File: src/rtl/ps2_frame_fifo.sv
// PS/2 receive front end: synchronises the pins into clk, deserialises frames,
// checks odd parity and stop bit, and queues results in a first-word fall-through FIFO.
module ps2_frame_fifo #(
  parameter int DATA_BITS      = 8,
  parameter int DEPTH          = 4,
  parameter int TIMEOUT_CYCLES = 5000,
  parameter int SYNC_STAGES    = 2
) (
  input  logic                     clk,
  input  logic                     reset_n,
  input  logic                     ps2_clk,
  input  logic                     ps2_data,
  input  logic                     rd_ready,
  input  logic                     ovf_clr,
  output logic                     rd_valid,
  output logic [DATA_BITS-1:0]     rd_data,
  output logic                     rd_parity_err,
  output logic                     rd_frame_err,
  output logic [$clog2(DEPTH):0]   count,
  output logic                     overflow,
  output logic                     timeout
);

  localparam int FRAME_W = DATA_BITS + 2;
  localparam int ENTRY_W = DATA_BITS + 2;
  localparam int CNT_W   = $clog2(DATA_BITS + 3);
  localparam int PTR_W   = $clog2(DEPTH);
  localparam int WD_W    = $clog2(TIMEOUT_CYCLES + 1);

  localparam logic [1:0] IDLE  = 2'd0;
  localparam logic [1:0] SHIFT = 2'd1;
  localparam logic [1:0] CHECK = 2'd2;

  function automatic logic odd_parity_err(input logic [DATA_BITS:0] bits);
    return ~(^bits);
  endfunction

  function automatic logic stop_err(input logic stop_bit);
    return ~stop_bit;
  endfunction

  logic [SYNC_STAGES-1:0] clk_sync;
  logic [SYNC_STAGES-1:0] dat_sync;
  logic                   clk_prev_p0;
  logic                   fall_p0;
  logic                   bit_p0;

  logic [1:0]             state;
  logic [CNT_W-1:0]       bit_cnt;
  logic [FRAME_W-1:0]     sreg;
  logic [WD_W-1:0]        wd;

  logic [ENTRY_W-1:0]     entry_p1;
  logic [ENTRY_W-1:0]     mem [DEPTH];
  logic [ENTRY_W-1:0]     head;
  logic [PTR_W-1:0]       wr_ptr;
  logic [PTR_W-1:0]       rd_ptr;
  logic                   push;
  logic                   pop;
  logic                   full;
  logic                   accept;
  logic                   drop;

  // Stage p0: pin synchronisers, idle-high so reset never looks like a clock fall
  always_ff @(posedge clk or negedge reset_n) begin
    if (!reset_n) begin
      clk_sync    <= '1;
      dat_sync    <= '1;
      clk_prev_p0 <= 1'b1;
    end else begin
      clk_sync    <= {clk_sync[SYNC_STAGES-2:0], ps2_clk};
      dat_sync    <= {dat_sync[SYNC_STAGES-2:0], ps2_data};
      clk_prev_p0 <= clk_sync[SYNC_STAGES-1];
    end
  end

  assign fall_p0 = clk_prev_p0 & ~clk_sync[SYNC_STAGES-1];
  assign bit_p0  = dat_sync[SYNC_STAGES-1];

  // Frame deserialiser; bits enter at the MSB so the first data bit lands at sreg[0]
  always_ff @(posedge clk or negedge reset_n) begin
    if (!reset_n) begin
      state   <= IDLE;
      bit_cnt <= '0;
      sreg    <= '0;
      wd      <= '0;
      timeout <= 1'b0;
    end else begin
      timeout <= 1'b0;
      case (state)
        IDLE: begin
          if (fall_p0 && !bit_p0) begin
            state   <= SHIFT;
            bit_cnt <= CNT_W'(1);
            wd      <= '0;
          end
        end
        SHIFT: begin
          if (fall_p0) begin
            sreg <= {bit_p0, sreg[FRAME_W-1:1]};
            wd   <= '0;
            if (bit_cnt == CNT_W'(DATA_BITS + 2)) state <= CHECK;
            else bit_cnt <= bit_cnt + 1'b1;
          end else if (wd == WD_W'(TIMEOUT_CYCLES - 1)) begin
            state   <= IDLE;
            bit_cnt <= '0;
            wd      <= '0;
            timeout <= 1'b1;
          end else begin
            wd <= wd + 1'b1;
          end
        end
        CHECK: begin
          state   <= IDLE;
          bit_cnt <= '0;
        end
        default: state <= IDLE;
      endcase
    end
  end

  // Stage p1: CHECK cycle builds the flagged entry and offers it to the FIFO
  assign entry_p1 = {stop_err(sreg[DATA_BITS+1]),
                     odd_parity_err(sreg[DATA_BITS:0]),
                     sreg[DATA_BITS-1:0]};

  assign push   = (state == CHECK);
  assign pop    = rd_valid & rd_ready;
  assign full   = (count == (PTR_W + 1)'(DEPTH));
  assign accept = push & (~full | pop);
  assign drop   = push & full & ~pop;

  always_ff @(posedge clk) begin
    if (accept) mem[wr_ptr] <= entry_p1;
  end

  always_ff @(posedge clk or negedge reset_n) begin
    if (!reset_n) begin
      wr_ptr   <= '0;
      rd_ptr   <= '0;
      count    <= '0;
      overflow <= 1'b0;
    end else begin
      if (accept) wr_ptr <= wr_ptr + 1'b1;
      if (pop)    rd_ptr <= rd_ptr + 1'b1;
      case ({accept, pop})
        2'b10:   count <= count + 1'b1;
        2'b01:   count <= count - 1'b1;
        default: count <= count;
      endcase
      // A drop wins over a simultaneous clear so no loss goes unreported
      if (drop)         overflow <= 1'b1;
      else if (ovf_clr) overflow <= 1'b0;
    end
  end

  assign rd_valid      = (count != '0);
  assign head          = mem[rd_ptr];
  assign rd_data       = rd_valid ? head[DATA_BITS-1:0] : '0;
  assign rd_parity_err = rd_valid & head[DATA_BITS];
  assign rd_frame_err  = rd_valid & head[DATA_BITS+1];

endmodule

File: config.mk
export PLATFORM = sky130hd
export DESIGN_NAME = ps2_frame_fifo
export DESIGN_NICKNAME = d
export VERILOG_FILES = /design/src/rtl/ps2_frame_fifo.sv
export SDC_FILE = /design/constraint.sdc
export NUM_CORES = 1
export LEC_CHECK = 0
export CAP_MARGIN = 25
export CORE_AREA = 2 2 111 113
export CTS_BUF_LIST = sky130_fd_sc_hd__clkbuf_4
export DETAILED_ROUTE_END_ITERATION = 6
export DIE_AREA = 0 0 113 115
export GPL_ROUTABILITY_DRIVEN = 0
export GPL_TIMING_DRIVEN = 1
export SLEW_MARGIN = 20
export SYNTH_ARGS = -nofsm -noshare
export SYNTH_HDL_FRONTEND = slang
export SYNTH_SLANG_ARGS = --single-unit
File: constraint.sdc
create_clock -name clk -period 2.8 [get_ports clk]
set_input_delay 0.28 -clock clk [delete_from_list [all_inputs] [get_ports clk]]
set_output_delay 0.28 -clock clk [all_outputs]
set_load 0.05 [all_outputs]
==> impl_metrics.env <==
export IMPL_path_max_fanout=14
export IMPL_grt_pass1_vias=2234
export IMPL_synth_area_leaders="edfxtp_1 31%, dfrtp_1 25%, mux4_2 5.9%"
export IMPL_fin_nets=336
export IMPL_hp_class="input pin to flip-flop"
export IMPL_numPortBuffers=21
export IMPL_cts_tree="yes"
export IMPL_maxCapViolCount=0
export IMPL_dieArea_um2=13000
export IMPL_hold_viol=0
export IMPL_die_h_um=115
export IMPL_period_needed_ns=2.56
export IMPL_clk_pin_slew_ns=0.13
export IMPL_max_freq_mhz=391
export IMPL_antennaDiodeCount=0
export IMPL_postSynth_asyncResetShare=0.518
export IMPL_synth_area_per_cell_um2=13.0
export IMPL_grt_overflow_total=0
export IMPL_totalWireLength_um=6660
export IMPL_powerDensity_nw_per_um2=948
export IMPL_dp_cells=454
export IMPL_final_cells=471
export IMPL_setup_violations=0
export IMPL_timing_hold_ws_ns=0.229
export IMPL_rows=40
export IMPL_synth_cells=295
export IMPL_yosysMostFrequentCell="edfxtp_1"
export IMPL_p_leak_nw=1.69
export IMPL_track_usage=0.113
export IMPL_cts_root_buf="clkbuf_4"
export IMPL_synth_seq_area_share=0.595
export IMPL_wl_per_cell_um=14.1
export IMPL_critPathLaunchType="flip-flop"
export IMPL_fin_util=0.367
export IMPL_htree_levels=3
export IMPL_syn2layout_area_growth_pct=13.0
export IMPL_io_pins=22
export IMPL_reg2reg_slack_ns=0.56
export IMPL_tns_ns=0
export IMPL_finalPower_w=0.00411
export IMPL_antenna_found_initial=0
export IMPL_final_antenna_net_count=0
export IMPL_slew_headroom=0.574
export IMPL_initial_utilization=0.325
export IMPL_synth_warnings=0
export IMPL_cts_setup_buffers=0
export IMPL_drt_pass1_iterations=6
export IMPL_grt_pass1_wl_um=11400
export IMPL_synth_cell_types=57
export IMPL_worstPathArrival_ns=2.28
export IMPL_coreArea_um2=11800
export IMPL_multi_input_area_um2=1470
export IMPL_fin_crit_sh=0.914
export IMPL_drtIter0Drc=114
export IMPL_synth_common_cells="40 x edfxtp_1, 38 x dfrtp_1, 35 x nand2_1"
export IMPL_vias_per_cell=4.87
export IMPL_finClkSkew_ns=0.0139
export IMPL_drc_errors=2
export IMPL_clock_latency_ns=0.45
export IMPL_die_width_um=113
export IMPL_synth_top_cell_by_area="edfxtp_1"
export IMPL_rsz0062_at_grt="false"
export IMPL_worstMarginPinSlew_ns=0.635
export IMPL_drive_above_1_share=0.127
export IMPL_crit_path_end_kind="output port"
export IMPL_cp_required_ns=2.52
export IMPL_numCtsBuffers=9
export IMPL_seqCellArea_um2=2280
export IMPL_status="complete, but fails checks"
export IMPL_vdd_drop_max_v=0.000248
export IMPL_synth_cell_area_um2=3840
export IMPL_slew_viol_final=0
export IMPL_violations="design-rule violations"
export IMPL_synthesis_nets=312
export IMPL_critPathKind="flip-flop to output port"
export IMPL_cts_sinks=83
export IMPL_via_count=2295
export IMPL_hpwl_um=4520
export IMPL_synth_main_ff_cell="edfxtp_1"
export IMPL_nFillCells=1148
export IMPL_synth_top_area_frac=0.313
export IMPL_grt_max_degree=44
export IMPL_synth_edf_count=40
export IMPL_yosys_register_bits=83
export IMPL_clk_path_buf_depth=2
## registers in the layout (all words and copies together), names as in the netlist
signal / count
dat_sync: 2
wr_ptr: 2
timeout: 1
sreg: 10
state: 2
wd: 13
overflow: 1
mem: 40
clk_prev_p0: 1
clk_sync: 2
bit_cnt: 4
count: 3
rd_ptr: 2
## power breakdown
group	total, W	internal, W	switching [W]
Sequential	0.00176	0.00154	0.000216
Clock	0.000706	0.000284	0.000422
Combinational	0.00165	0.000633	0.00101
Total	0.00411	0.00246	0.00165
## worst paths after layout
check                                           start                    end  cells after the start
worst max-delay path             count[1]$_DFFE_PN0P_               rd_valid                      2
worst min register to register  clk_sync[0]$_DFF_PN1_  clk_sync[1]$_DFF_PN1_                      0
min in group asynchronous                     reset_n  wr_ptr[0]$_DFFE_PN0P_                      2
worst max register to register   count[1]$_DFFE_PN0P_   count[1]$_DFFE_PN0P_                      6
max in group asynchronous                     reset_n  dat_sync[1]$_DFF_PN1_                      2
worst min-delay path                         ps2_data  dat_sync[0]$_DFF_PN1_                      1
## metal layers
layer | routed length [um] | GRT usage
met1 | 3150 | 0.150
met2 | 3140 | 0.174
met3 | 223 | 0.0300
met4 | 146 | 0.0537
met5 | 0 | 0
## logic make-up after synthesis
logic type      count (synthesis)  synth area share
buf+inv                        21            0.0215
xor+xnor                       22            0.0502
mux                            14            0.0698
flops                          83             0.595
compound gates                 35            0.0698
fa+ha+maj                      11            0.0378
simple gates                  109             0.156
## cell type report
| class | instances | area share |
|---|---|---|
| multi-input cells | 191 | 0.339 |
| inverters | 11 | 0.00952 |
| flip-flops and latches | 83 | 0.527 |
| clock buffers | 10 | 0.0173 |
| clock inverters | 6 | 0.0150 |
| well taps | 147 | 0.0424 |
| repair buffers | 23 | 0.0499 |
## what timing repair did
action,in CTS,in global routing
setup endpoints to repair,9,1
hold endpoints to repair,0,38
hold buffers,0,1
gates resized for setup,9,1
gates cloned,0,0
## worst max-delay path, cell delays in order (launching register included)
cell             delay (ns)
dfrtp_1                0.45
or3_1                  0.59
clkdlybuf4s50_1        0.78
## cells in the final DEF (no fill, tap or decap), types with 4 or more instances in the layout
master	n
edfxtp_1	40
inv_1	11
clkdlybuf4s50_1	10
nand2_1	35
nor2b_1	4
xnor2_1	14
ha_1	10
and2_1	17
mux4_2	10
nor3_1	4
dfstp_2	5
clkbuf_4	10
nand3_1	7
nor2_1	15
o21ai_0	5
dlygate4sd2_1	9
nand3b_1	4
dfrtp_1	38
xor2_1	8
## per-stage QoR
step / setup slack, ns / area (um^2)
floorplan: 0.134 / 3840
global placement: 0.486 / 4190
detailed placement: 0.442 / 4190
CTS: 0.0622 / 4320
global route: 0.150 / 4340
finish: 0.242 / 4340
No activity file was read; power rests on OpenSTA's default activity.
